`src/rtl/vector_decode_sequencer.sv`:
```
// vector_decode_sequencer
//   Decodes one instruction into a registered control word and issues it for
//   one beat, or for VEC_BEATS consecutive beats for vector memory ops
//   (strv/ldrv). Stall holds everything; Flush squashes the in-flight word.
//
// Ports
//   clk, rst_n        clock (rising edge), asynchronous active-low reset
//   InValid/InReady   instruction handshake; InReady is combinational
//   Opcode, Func      instruction fields
//   Stall, Flush      downstream hold / squash (Flush wins)
//   OutValid          registered control word valid
//   RegW..ALUSrc,
//   RegSrc, ImmSrc    control word (all zero whenever OutValid=0)
//   BeatIdx, LastBeat beat position of the issued instruction
//   Illegal           undecodable opcode (issued as a single beat)
module vector_decode_sequencer #(
  parameter int VEC_BEATS = 4,
  parameter int BW        = (VEC_BEATS > 1) ? $clog2(VEC_BEATS) : 1
) (
  input  logic          clk,
  input  logic          rst_n,
  input  logic          InValid,
  input  logic [5:0]    Opcode,
  input  logic [2:0]    Func,
  input  logic          Stall,
  input  logic          Flush,
  output logic          InReady,
  output logic          OutValid,
  output logic          RegW,
  output logic          RegWV,
  output logic          MemtoReg,
  output logic          MemW,
  output logic          MemSrc,
  output logic          MemData,
  output logic          MemDataV,
  output logic          VecData,
  output logic          Branch,
  output logic          ALUOp,
  output logic          ALUSrc,
  output logic [1:0]    RegSrc,
  output logic [1:0]    ImmSrc,
  output logic [BW-1:0] BeatIdx,
  output logic          LastBeat,
  output logic          Illegal
);

  typedef struct packed {
    logic       regW, regWV, memtoReg, memW, memSrc, memData, memDataV,
                vecData, branch, aluOp, aluSrc;
    logic [1:0] regSrc, immSrc;
  } ctrl_t;

  localparam logic [BW-1:0] LAST_BEAT = BW'(VEC_BEATS - 1);

  ctrl_t         decCtrl, ctrlQ;
  logic          decIllegal, decMulti;
  logic          outValidQ, illegalQ, multiQ, lastQ;
  logic [BW-1:0] beatQ;
  logic          seqActive;

  // Opcode decode. Bit strings read RegW..ALUSrc, then RegSrc, ImmSrc.
  always_comb begin
    decCtrl    = '0;
    decIllegal = 1'b0;
    decMulti   = 1'b0;
    casez (Opcode)
      6'b000000: decCtrl = (Func[1:0] == 2'b11) ? ctrl_t'({11'b10000000011, 2'b00, 2'b11})
                                                : ctrl_t'({11'b10000000010, 2'b00, 2'b00});
      6'b100000: decCtrl = ctrl_t'({11'b01100000010, 2'b00, 2'b00});
      6'b0010??: decCtrl = ctrl_t'({11'b10000000011, 2'b00, 2'b00});
      6'b011000: decCtrl = ctrl_t'({11'b00010000001, 2'b01, 2'b00});
      6'b011001: decCtrl = ctrl_t'({11'b10100000001, 2'b00, 2'b00});
      6'b111000: begin
        decCtrl  = ctrl_t'({11'b00011000001, 2'b01, 2'b00});
        decMulti = (VEC_BEATS > 1);
      end
      6'b111001: begin
        decCtrl  = ctrl_t'({11'b01101001001, 2'b00, 2'b00});
        decMulti = (VEC_BEATS > 1);
      end
      6'b00110?: decCtrl = ctrl_t'({11'b00000000110, 2'b01, 2'b00});
      6'b000100: decCtrl = ctrl_t'({11'b00000000100, 2'b00, 2'b01});
      default:   decIllegal = 1'b1;
    endcase
  end

  // A multi-beat op still has beats to issue; no new instruction until the
  // final beat is on the outputs, which lets the next one issue bubble-free.
  assign seqActive = outValidQ && multiQ && !lastQ;
  assign InReady   = !Stall && !Flush && !seqActive;

  always_ff @(posedge clk or negedge rst_n) begin
    if (!rst_n) begin
      outValidQ <= 1'b0;
      ctrlQ     <= '0;
      illegalQ  <= 1'b0;
      multiQ    <= 1'b0;
      beatQ     <= '0;
      lastQ     <= 1'b0;
    end else if (Flush) begin
      outValidQ <= 1'b0;
      ctrlQ     <= '0;
      illegalQ  <= 1'b0;
      multiQ    <= 1'b0;
      beatQ     <= '0;
      lastQ     <= 1'b0;
    end else if (Stall) begin
      // hold everything
    end else if (seqActive) begin
      // beatQ < LAST_BEAT here, so the increment never wraps
      beatQ <= beatQ + 1'b1;
      lastQ <= ((beatQ + 1'b1) == LAST_BEAT);
    end else if (InValid) begin
      outValidQ <= 1'b1;
      ctrlQ     <= decCtrl;
      illegalQ  <= decIllegal;
      multiQ    <= decMulti;
      beatQ     <= '0;
      lastQ     <= !decMulti;
    end else begin
      // idle: clearing the word keeps controls at zero while not valid
      outValidQ <= 1'b0;
      ctrlQ     <= '0;
      illegalQ  <= 1'b0;
      multiQ    <= 1'b0;
      beatQ     <= '0;
      lastQ     <= 1'b0;
    end
  end

  assign OutValid = outValidQ;
  assign RegW     = ctrlQ.regW;
  assign RegWV    = ctrlQ.regWV;
  assign MemtoReg = ctrlQ.memtoReg;
  assign MemW     = ctrlQ.memW;
  assign MemSrc   = ctrlQ.memSrc;
  assign MemData  = ctrlQ.memData;
  assign MemDataV = ctrlQ.memDataV;
  assign VecData  = ctrlQ.vecData;
  assign Branch   = ctrlQ.branch;
  assign ALUOp    = ctrlQ.aluOp;
  assign ALUSrc   = ctrlQ.aluSrc;
  assign RegSrc   = ctrlQ.regSrc;
  assign ImmSrc   = ctrlQ.immSrc;
  assign BeatIdx  = beatQ;
  assign LastBeat = lastQ;
  assign Illegal  = illegalQ;

endmodule

```
`config.mk`:
```
export PLATFORM = sky130hd
export DESIGN_NAME = vector_decode_sequencer
export DESIGN_NICKNAME = d
export VERILOG_FILES = /design/src/rtl/vector_decode_sequencer.sv
export SDC_FILE = /design/constraint.sdc
export NUM_CORES = 1
export LEC_CHECK = 0
export ABC_CLOCK_PERIOD_IN_PS = 1600
export CAP_MARGIN = 20
export CORE_MARGIN = 4
export CORE_UTILIZATION = 39
export CTS_CLUSTER_SIZE = 30
export DETAILED_ROUTE_END_ITERATION = 16
export PLACE_DENSITY = 0.71
export SLEW_MARGIN = 10
export SYNTH_ARGS = -nofsm -noshare
export SYNTH_HDL_FRONTEND = slang
export SYNTH_SLANG_ARGS = --single-unit
```
`constraint.sdc`:
```
create_clock -name clk -period 1.6 [get_ports clk]
set_input_delay 0.16 -clock clk [delete_from_list [all_inputs] [get_ports clk]]
set_output_delay 0.16 -clock clk [all_outputs]
set_load 0.02 [all_outputs]
```
# After elaboration in Yosys (flattened, before gate mapping)

Index checks and enable logic that the tools add are counted.

Register bits after elaboration: 21
Logic and storage cells: 71
Output and inout bits: 21

Equality and inequality tests: 12
Mux-type cells: 27
Add/sub/neg operators: 1
Reductions and logical operators: 13

Operators with widths:

| operator              | count |
|---|---|
| $pmux W15 S9          | 1 |
| $mux W15              | 4 |
| $eq A6 B6 Y1 const B  | 3 |
| $mux W1               | 18 |
| $eq A6 B5 Y1 const B  | 2 |
| $reduce_or A9 Y1      | 1 |
| $eq A6 B3 Y1 const B  | 1 |
| $logic_not A6 Y1      | 1 |
| $mux W2               | 3 |
| $eq A5 B3 Y1 const B  | 1 |
| $logic_not A1 Y1      | 5 |
| $mux W5               | 1 |
| $eq A2 B2 Y1 const B  | 2 |
| $eq A4 B2 Y1 const B  | 1 |
| $logic_and A1 B1 Y1   | 4 |
| $add A2 B1 Y2 const B | 1 |
| $ne A2 B1 Y1 const B  | 1 |
| $ne A2 B2 Y1 const B  | 1 |
| $reduce_and A2 Y1     | 1 |
| $reduce_or A2 Y1      | 1 |

# Logic depth before layout (Yosys ltp)

Depth in word-level cells: 8
Depth in mapped cells: 6
Depth with buffers taken out: 5

# Least setup slack after synthesis

OpenSTA, ideal clock, no wires.

Kind: register to register
From: register lastQ, in the netlist LastBeat
To: register ctrlQ, in the netlist VecData
Path slack: 170 ps
Period minus slack after synthesis: 1430 ps
Data required time: 1479 ps
Cell stages (with the launch flop): 6
Arrival time: 1309 ps
Setup time: 121 ps
Cell sequence: dfrtp_1 > nand3b_4 > and3_1 > buf_2 > and3_1 > a22o_1

Cells in the longest elaborated chain, start to end: 4

RTL lines:

| element                     | line | source |
|---|---|---|
| start: declaration          | 57   | `logic outValidQ, illegalQ, multiQ, lastQ;` |
| start signal: assignment    | 112  | `lastQ <= ((beatQ + 1'b1) == LAST_BEAT);` |
| start signal: assignment    | 119  | `lastQ <= !decMulti;` |
| $logic_not A1 Y1            | 89   | `assign seqActive = outValidQ && multiQ && !lastQ;` |
| $logic_and A1 B1 Y1         | 89   |  |
| $ne A2 B2 Y1 (no line)      | -    |  |
| $reduce_and A2 Y1 (no line) | -    |  |
| end signal: assignment      | 115  | `ctrlQ <= decCtrl;` |
| end: declaration            | 55   | `ctrl_t decCtrl, ctrlQ;` |

Every way passes these cells.
A chain may end at the register's enable or synchronous reset.

# Worst setup path in the final report

From: register lastQ, in the netlist LastBeat
To: output port InReady

Cells in the longest elaborated chain, start to end: 4

RTL lines:

| element             | line | source |
|---|---|---|
| $logic_not A1 Y1    | 89   |  |
| $logic_and A1 B1 Y1 | 89   |  |
| $logic_not A1 Y1    | 90   | `assign InReady = !Stall && !Flush && !seqActive;` |
| $logic_and A1 B1 Y1 | 90   |  |
| end: declaration    | 27   | `output logic InReady,` |

Every way passes these cells.

==> out/results.txt <==
reg2reg setup slack -> 0.21 ns
Yosys Warn Count -> 0
clock skew -> 0.00432 ns
Syn-to-layout area delta -> 46.6%
Critical Path Start Type -> flop
Worst setup endpoint -> InReady
drt drc -> 0
clock root buffer -> clkbuf_4
worst r2r path cells -> 4
die width -> 58.8 um
largest net degree at the start of global routing -> 19
final worst path period share -> 0.949
I/O pin cnt -> 35
drt first pass iters -> 4
TritonCTS clock tree -> yes
first-pass GRT wire length -> 4390 um
r2r startpoint -> LastBeat
Mapped Area -> 1010 um2
CTS Sinks -> 18
Yosys cell types -> 36
flops & latches, synth -> 18
number of global-route vias before repair -> 992
Syn Area/Cell -> 9.49 um2
Max Freq -> 658 MHz
most frequent cells in the layout -> clkdlybuf4s50_1 (29), buf_4 (22), dfrtp_1 (18)
Arr. time, crit path -> 1.36 ns
worst-path fanout max -> 6
share of layout cells above drive strength 1 -> 0.217
Hold Buf Count CTS -> 0
crit path from -> LastBeat
# rows -> 18
endpoints failing setup -> 0
Iter 0 DRT Violations -> 14
design area -> 1480 um2
worst vdd ir -> 0.358 mV
clk slew on worst S/H paths -> 0.11 ns
cell area power density -> 633 nW/um2
Placed Area -> 1430 um2
final RePlAce weighted congestion -> 0.818
Reg2Reg Capture Point -> VecData
Slew Limit Fails -> 0
Final Hold Fails -> 0
CP max stage delay -> 0.42 ns
Lkg Pwr -> 0.000705 uW
layout net count -> 168
total number of vias -> 958
setup TNS -> 0 ns
Critical Path RT -> 1.44 ns
Hold Crit Class -> in -> async
count of input and output buffers -> 30
Max Root-Sink Buffers -> 2
Max Cap Violations -> 0
HPWL after DPL -> 1980 um
Mapped Cells -> 106
WL/cell -> 14.1 um
status -> completed
min Tclk post-route -> 1.52 ns
Worst Setup End Kind -> output pin
Num CTS Buffers -> 3
WP depth -> 3
initial antenna violation count -> 0
CTS H-tree depth -> 1
WS Path Type -> reg -> out
worst skew pair latency -> 0.29 ns
WP buf/inv -> 1
antenna-violating nets left -> 0
Post-Route WL -> 2560 um
Tot GR Track Use -> 0.166
most common cell after layout, fill and taps aside -> clkdlybuf4s50_1
ANT cells -> 0
Initial Utilization -> 0.406
routed vias/inst -> 5.26
total gr overflow -> 0
Largest delay share family, worst path -> flip-flops
Die ar. -> 3460 um2
critical path's slowest cell -> dfrtp_1
die height -> 58.8 um
final core utilization -> 0.595
core footprint -> 2480 um2
sequential share of the synthesized area -> 0.448
worst path cell trace -> nand3b_4 > and2_1 > dlygate4sd2_1
how the worst min path moves through the flow:
stage / startpoint / to / slack [ns] / cells past startpoint
floorplan: rst_n / ALUOp / -0.14 / 0
global placement: MemSrc / MemSrc / 0.46 / 1
detailed placement: MemSrc / MemSrc / 0.47 / 1
CTS: rst_n / MemSrc / 0.20 / 2
global route: rst_n / MemSrc / 0.21 / 2
finish: rst_n / MemSrc / 0.20 / 2
Yosys cell counts, drive strengths merged:
cell	instances	area share
a211oi	1	0.0075
a21o	2	0.015
a21oi	9	0.049
a22o	3	0.026
a22oi	1	0.0075
a32o	5	0.050
and2	1	0.0062
and3	2	0.012
buf	12	0.076
conb	1	0.0037
dfrtp	18	0.45
ha	1	0.012
inv	5	0.019
nand2	10	0.037
nand2b	2	0.012
nand3	2	0.010
nand3b	1	0.020
nor2	6	0.025
nor3	6	0.030
nor3b	2	0.015
nor4	1	0.0062
o21a	2	0.015
o21ai	4	0.020
o21bai	2	0.015
o22ai	2	0.012
o31a	1	0.010
o41ai	1	0.016
or2b	1	0.0075
or3	2	0.017
cells by family (layout without fill, tap and decap cells):
logic type      count (synthesis)  count (layout)  synth area share
flops                          18              18             0.448
buf+inv                        17              61            0.0945
simple gates                   36              36             0.199
other cells                     1               3           0.00373
fa+ha+maj                       1               1            0.0124
compound gates                 33              33             0.243
worst reg2reg max path, cell delays in order, from the launching register on:
cell      delay (ns)
dfrtp_1         0.42
nand3b_4        0.19
and3_1          0.26
and3_1          0.23
a22o_1          0.19
routing by layer:
| metal | global-route usage | vias up | share of wire |
|---|---|---|---|
| li1 | - | 460 | - |
| met1 | 0.194 | 458 | 0.40 |
| met2 | 0.295 | 36 | 0.51 |
| met3 | 0.0329 | 4 | 0.078 |
| met4 | 0.0647 | 0 | 0.0098 |
| met5 | 0 | - | 0 |
where the power goes:
| part | switching, uW | total (uW) | internal [uW] |
|---|---|---|---|
| combinational | 93.9 | 185 | 91.5 |
| clock | 143 | 282 | 138 |
| sequential | 5.50 | 467 | 461 |
area by class of cell:
cell class | instances | area (um2)
fill | 242 | 1000
multi-input combinational | 73 | 468
timing repair buffer | 52 | 464
sequential | 18 | 450
tap | 30 | 37.5
clock buffer | 4 | 36.3
inverter | 5 | 18.8
sequential cells by signal (all words and copies together), names as in the netlist:
name / flops
OutValid: 1
MemtoReg: 1
RegWV: 1
ALUOp: 1
VecData: 1
Illegal: 1
ImmSrc: 2
multiQ: 1
MemSrc: 1
RegSrc: 1
BeatIdx: 2
ALUSrc: 1
Branch: 1
MemW: 1
LastBeat: 1
RegW: 1
through the flow:
| step | power (uW) | setup WS, ns | hold WS [ns] | cells |
|---|---|---|---|---|
| floorplan | 571 | 0.170 | -0.136 | 108 |
| finish | 934 | 0.0812 | 0.201 | 182 |
| CTS | 944 | 0.0370 | 0.205 | 180 |
| detailed placement | 662 | -0.0538 | 0.465 | 176 |
| global route | 994 | -0.00280 | 0.207 | 182 |
| global placement | 658 | -0.0102 | 0.464 | 176 |
timing repair:
action                                 4_1_cts  5_1_grt
setup endpoints to repair                    1        1
endpoints found under the hold margin        0        0
gates resized for setup                      1        0
buffers inserted                             0        2
(Power assumes the default switching activity.)
==> RTL change 1, RTL diff (same settings) <==
Change the parameter `VEC_BEATS` from 4 to 8.
--- a/src/rtl/vector_decode_sequencer.sv
+++ b/src/rtl/vector_decode_sequencer.sv
@@ -15,5 +15,5 @@
 //   Illegal           undecodable opcode (issued as a single beat)
 module vector_decode_sequencer #(
-  parameter int VEC_BEATS = 4,
+  parameter int VEC_BEATS = 8,
   parameter int BW        = (VEC_BEATS > 1) ? $clog2(VEC_BEATS) : 1
 ) (
Interface: changed (resized BeatIdx); port bits go from 35 to 36. No check against the original RTL was run, so the function may have changed too.
==> RTL change 1 against the original RTL <==
Global-route usage is 1.3 points lower. Via count is 6.1% higher. Setup slack worse by 6.6 ps. Final area is 3.4% higher. Clock power is 13% lower. Sequential cell count is 1 higher. Wire length is 1.7% lower. Power is 1.0% lower. Synthesized area is 5.3% higher. First-iteration DRC count is 57% higher. Count of clock-buffer cells in the layout is 1 lower. Highest routed layer unchanged.
==> RTL change 1: results (changes against the original RTL) <==
| Metric | Value |
|---|---|
| Hold slack | 169.4 ps (-31.82 ps) |
| Critical path's top delay family | buffers and inverters |
| Yosys cell types | 37 (+2.8%) |
| Yosys top cell area share | 44.86% (+0.088 points) |
| Met3 Usage GRT | 3.240% (-0.050 points) |
| M1 wire length | 1156 microns (+13%) |
| Crit path to | OutValid |
| Fin crit share | 95.34% (+0.41 points) |
| Data buffer area share | 30.84% (-0.62 points) |
| 1st-iter DRT viols | 22 (+8) |
| Register area share after synthesis | 44.86% (+0.088 points) |
| Leak | 0.7252 nW (+2.9%) |
| Clock skew | 12.36 ps (+8.036 ps) |
| Clock-cell share of area | 1.805% (-0.65 points) |
| Multi-input gate area | 499.2 sq um (+6.7%) |
| Grt met1 use | 20.11% (+0.66 points) |
| Clock buffer cells | 3 (-1) |
| Final WL | 2519 microns (-1.7%) |
| Layout cell share with drive strength beyond 1 | 20.00% (-1.7 points) |
| Post-DP Area | 1503 sq um (+5.4%) |
| Die area | 3616 sq um (+4.6%) |
| Fraction of area in multi-input gates | 32.73% (+1.0 points) |
| Maximum vdd drop | 0.0003441 V (-3.9%) |
| Clk_lat worst skew | 300 ps |
| Detailed placer's ending HPWL | 1968 microns (-0.78%) |
| Status | finished clean |
| Largest net degree at the start of global routing | 20 (+1) |
| CP max-delay cell | clkdlybuf4s50_1 |
| Synth cell count leaders | dfrtp_1 (19), nand2_1 (14), nor2_1 (8) |
| R2r setup slk | 120 ps (-90 ps) |
| Worst reg2reg path depth | 6 (+2) |
| Placed Cells | 186 (+5.7%) |
| First-pass GRT wire length | 4278 microns (-2.5%) |
| Buffers, non-clock | 53 (+1.9%) |
| Crit-path max FO | 3 (-3) |
| GRT met2 Usage | 25.46% (-4.0 points) |
| Worst path max stage delay | 590 ps (+170 ps) |
| Multi-input gates | 80 (+9.6%) |
| Routed wl met2 | 1186 microns (-9.7%) |
| Sequential cell count | 19 (+1) |
| Nets | 177 (+5.4%) |
| Synth area leaders | dfrtp_1 (45%), nand2_1 (5.0%), a21oi_1 (3.3%) |
| Non-clk invs | 4 (-1) |
| FF-to-FF End | multiQ$_DFFE_PN0P_ |
| Pre-CTS setup slack | -53.21 ps (+0.5872 ps) |
| Number of global-route vias before repair | 980 (-1.2%) |
RTL change 1: changes by cell type after synthesis, moves of 3 or more:
cell     unedited run  this run
o31ai_1             0         3
nand2_1            10        14
a32o_1              5         2
nor2_1              5         8
RTL change 1: logic make-up (layout without fill, tap and decap cells):
family / after synthesis / count (layout) / synth area share, %
other: 1 / 3 / 0.3539
adder cells (fa/ha/maj): 2 / 2 / 2.361
buffers and inverters: 15 / 61 / 8.736
XOR/XNOR: 1 / 1 / 0.8266
flip-flops: 19 / 19 / 44.86
multiplexers: 3 / 3 / 3.070
AO/OA/AOI/OAI: 29 / 29 / 20.31
AND/OR/NAND/NOR: 42 / 42 / 19.48
RTL change 1: power by group:
| group | leakage (nW) | switching [mW] | total [mW] | internal, mW |
|---|---|---|---|---|
| Combinational | 0.445 | 0.0967 | 0.190 | 0.0931 |
| Clock | 0.0177 | 0.151 | 0.245 | 0.0932 |
| Sequential | 0.263 | 0.00364 | 0.490 | 0.487 |
| Total | 0.725 | 0.252 | 0.925 | 0.673 |
==> RTL change 2, RTL diff (config.mk and constraints unchanged) <==
Made on the original files. Make the reset (`rst_n`) synchronous in one clocked block. Comments in the files are not updated.
--- a/src/rtl/vector_decode_sequencer.sv
+++ b/src/rtl/vector_decode_sequencer.sv
@@ -90,5 +90,5 @@
   assign InReady   = !Stall && !Flush && !seqActive;
 
-  always_ff @(posedge clk or negedge rst_n) begin
+  always_ff @(posedge clk) begin
     if (!rst_n) begin
       outValidQ <= 1'b0;
Function: differs if rst_n is asserted again (counterexample within 4 cycles, from zero or initial values and one cycle with rst_n low); with rst_n held inactive, the same outputs for 10 cycles.
==> RTL change 2 against the original RTL <==
Synthesized cell count down 0.94%. Setup slack improved by 36 ps. Final cell count fell by 4.9%. Final area decreased by 5.9%. Power decreased by 2.2%. Critical endpoint is now MemtoReg$_SDFFE_PP0P_. Wire length shrank 3.9%. Synthesized area is 3.2% lower. Fmax up 2.4%. Sequential cell count did not move.
==> RTL change 2: results (changes against the original RTL) <==
| Metric | Value |
|---|---|
| Status | finished clean |
| RR Startpoint | LastBeat$_SDFFE_PP0N_ |
| TritonCTS buffer count | 3 (unchanged) |
| Maximum vdd drop | 0.0006471 V (+81%) |
| Post-DP Area | 1356 sq um (-4.8%) |
| DR vias | 925 (-3.4%) |
| DR WL/cell | 14.24 microns (+1.1%) |
| Flop pwr share | 49.9% (about the same) |
| Detailed placer's ending HPWL | 1862 microns (-6.1%) |
| Hold path start | multiQ$_SDFFE_PP0P_ |
| Fill cells | 210 (-13%) |
| Min cycle time layout | 1483 ps (-36.18 ps) |
| Number of global-route vias before repair | 892 (-10%) |
| Max Root-Sink Buffers | 2 (unchanged) |
| First-pass GRT wire length | 4153 microns (-5.4%) |
| Primary FF master, synth | dfxtp_1 |
| 1st-iter DRT viols | 40 (+26) |
| Leak | 0.5717 nW (-19%) |
| Worst EP arrival | 1670 ps (+310 ps) |
| Layout cell share with drive strength beyond 1 | 18.62% (-3.1 points) |
| Worst Hold Class | register to register |
| R2r setup slk | 120 ps (-90 ps) |
| Final setup vio count | 0 (unchanged) |
| Pre-CTS setup slack | -41.17 ps (+12.62 ps) |
| Register area share after synthesis | 37.02% (-7.8 points) |
| Crit path to | MemtoReg$_SDFFE_PP0P_ |
| Nets | 161 (-4.2%) |
| Crit-path max FO | 13 (+7) |
| Routability Congestion | 0.8011 (-2.1%) |
| Antenna violations before repair | 0 (unchanged) |
| Synth area leaders | dfxtp_1 (37%), a32o_1 (7.2%), o2bb2ai_1 (3.6%) |
| Cell Int Power | 0.6777 mW (-2.0%) |
| Synth warn | 0 (unchanged) |
| Synth cell count leaders | dfxtp_1 (18), nor2_1 (8), a32o_1 (7), inv_1 (7), buf_2 (6) |
| Clk. pwr | 0.287 mW (+2%) |
| Pwr dens | 658.2 nW/um^2 (+3.9%) |
| Largest net degree at the start of global routing | 14 (-5) |
| Clk_lat worst skew | 310 ps (+20 ps) |
| GR Util All Layers | 15.96% (-0.63 points) |
| Post-synthesis async set-or-reset flop share | 0% (-100 points) |
| Yosys cell types | 42 (+17%) |
| Clock skew | 19.04 ps (+14.71 ps) |
-- RTL change 2: cell count changes after synthesis, moves of 2 or more --
cell and change:
a21oi_1 -5, a32o_1 +2, a32oi_1 +2, dfrtp_1 -18
dfxtp_1 +18, inv_1 +3, nand2_1 -8, nor2_1 +3
nor3_1 -2, o21bai_1 -2, o22ai_1 -2, o2bb2ai_1 +4
-- RTL change 2: metrics by stage --
stage                     hold slack (ps)  instances
after CTS                           477.5        173
after detailed placement            447.2        169
after global routing                502.5        173
after global placement              441.2        169
after floorplan                     363.4        107
final                               470.1        173
-- RTL change 2: per-layer routing --
metal  vias up  part of all wire [%]  GRT usage, %  wire (microns)
li1        463                     -             -               -
met1       427                    45         19.97            1099
met2        33                    47         26.13            1149
met3         2                   7.9         5.568             195
met4         0                  0.81         3.974              20
met5         -                     0             0               0
-- RTL change 2: logic make-up after synthesis --
| logic type | Yosys count | share of synthesized area, % |
|---|---|---|
| buf+inv | 20 | 11.70 |
| mux | 1 | 1.028 |
| fa+ha+maj | 1 | 1.285 |
| compound gates | 31 | 26.61 |
| other cells | 1 | 0.3852 |
| xor+xnor | 1 | 0.8999 |
| flops | 18 | 37.02 |
| simple gates | 32 | 21.08 |
-- RTL change 2: timing repair --
item | CTS | global route
resized for setup | 1 | 3
buffers inserted | 0 | 0
pin swaps | 0 | 0
endpoints found under the setup margin | 1 | 1
cloned | 0 | 0
-- RTL change 2: area by class of cell --
class                      instances  area [sq um]  area share [%]
clock buffer                       4         36.28           2.615
timing repair buffer              47         422.9           30.48
inverter                           7         26.28           1.894
tap                               28         35.03           2.525
sequential                        18         360.3           25.97
multi-input combinational         69         506.7           36.52
-- RTL change 2: critical path, stage by stage (launching register included) --
cell and delay [ps]:
dfxtp_1 390, and3b_1 210, buf_4 160, o21a_1 330, a32o_1 270
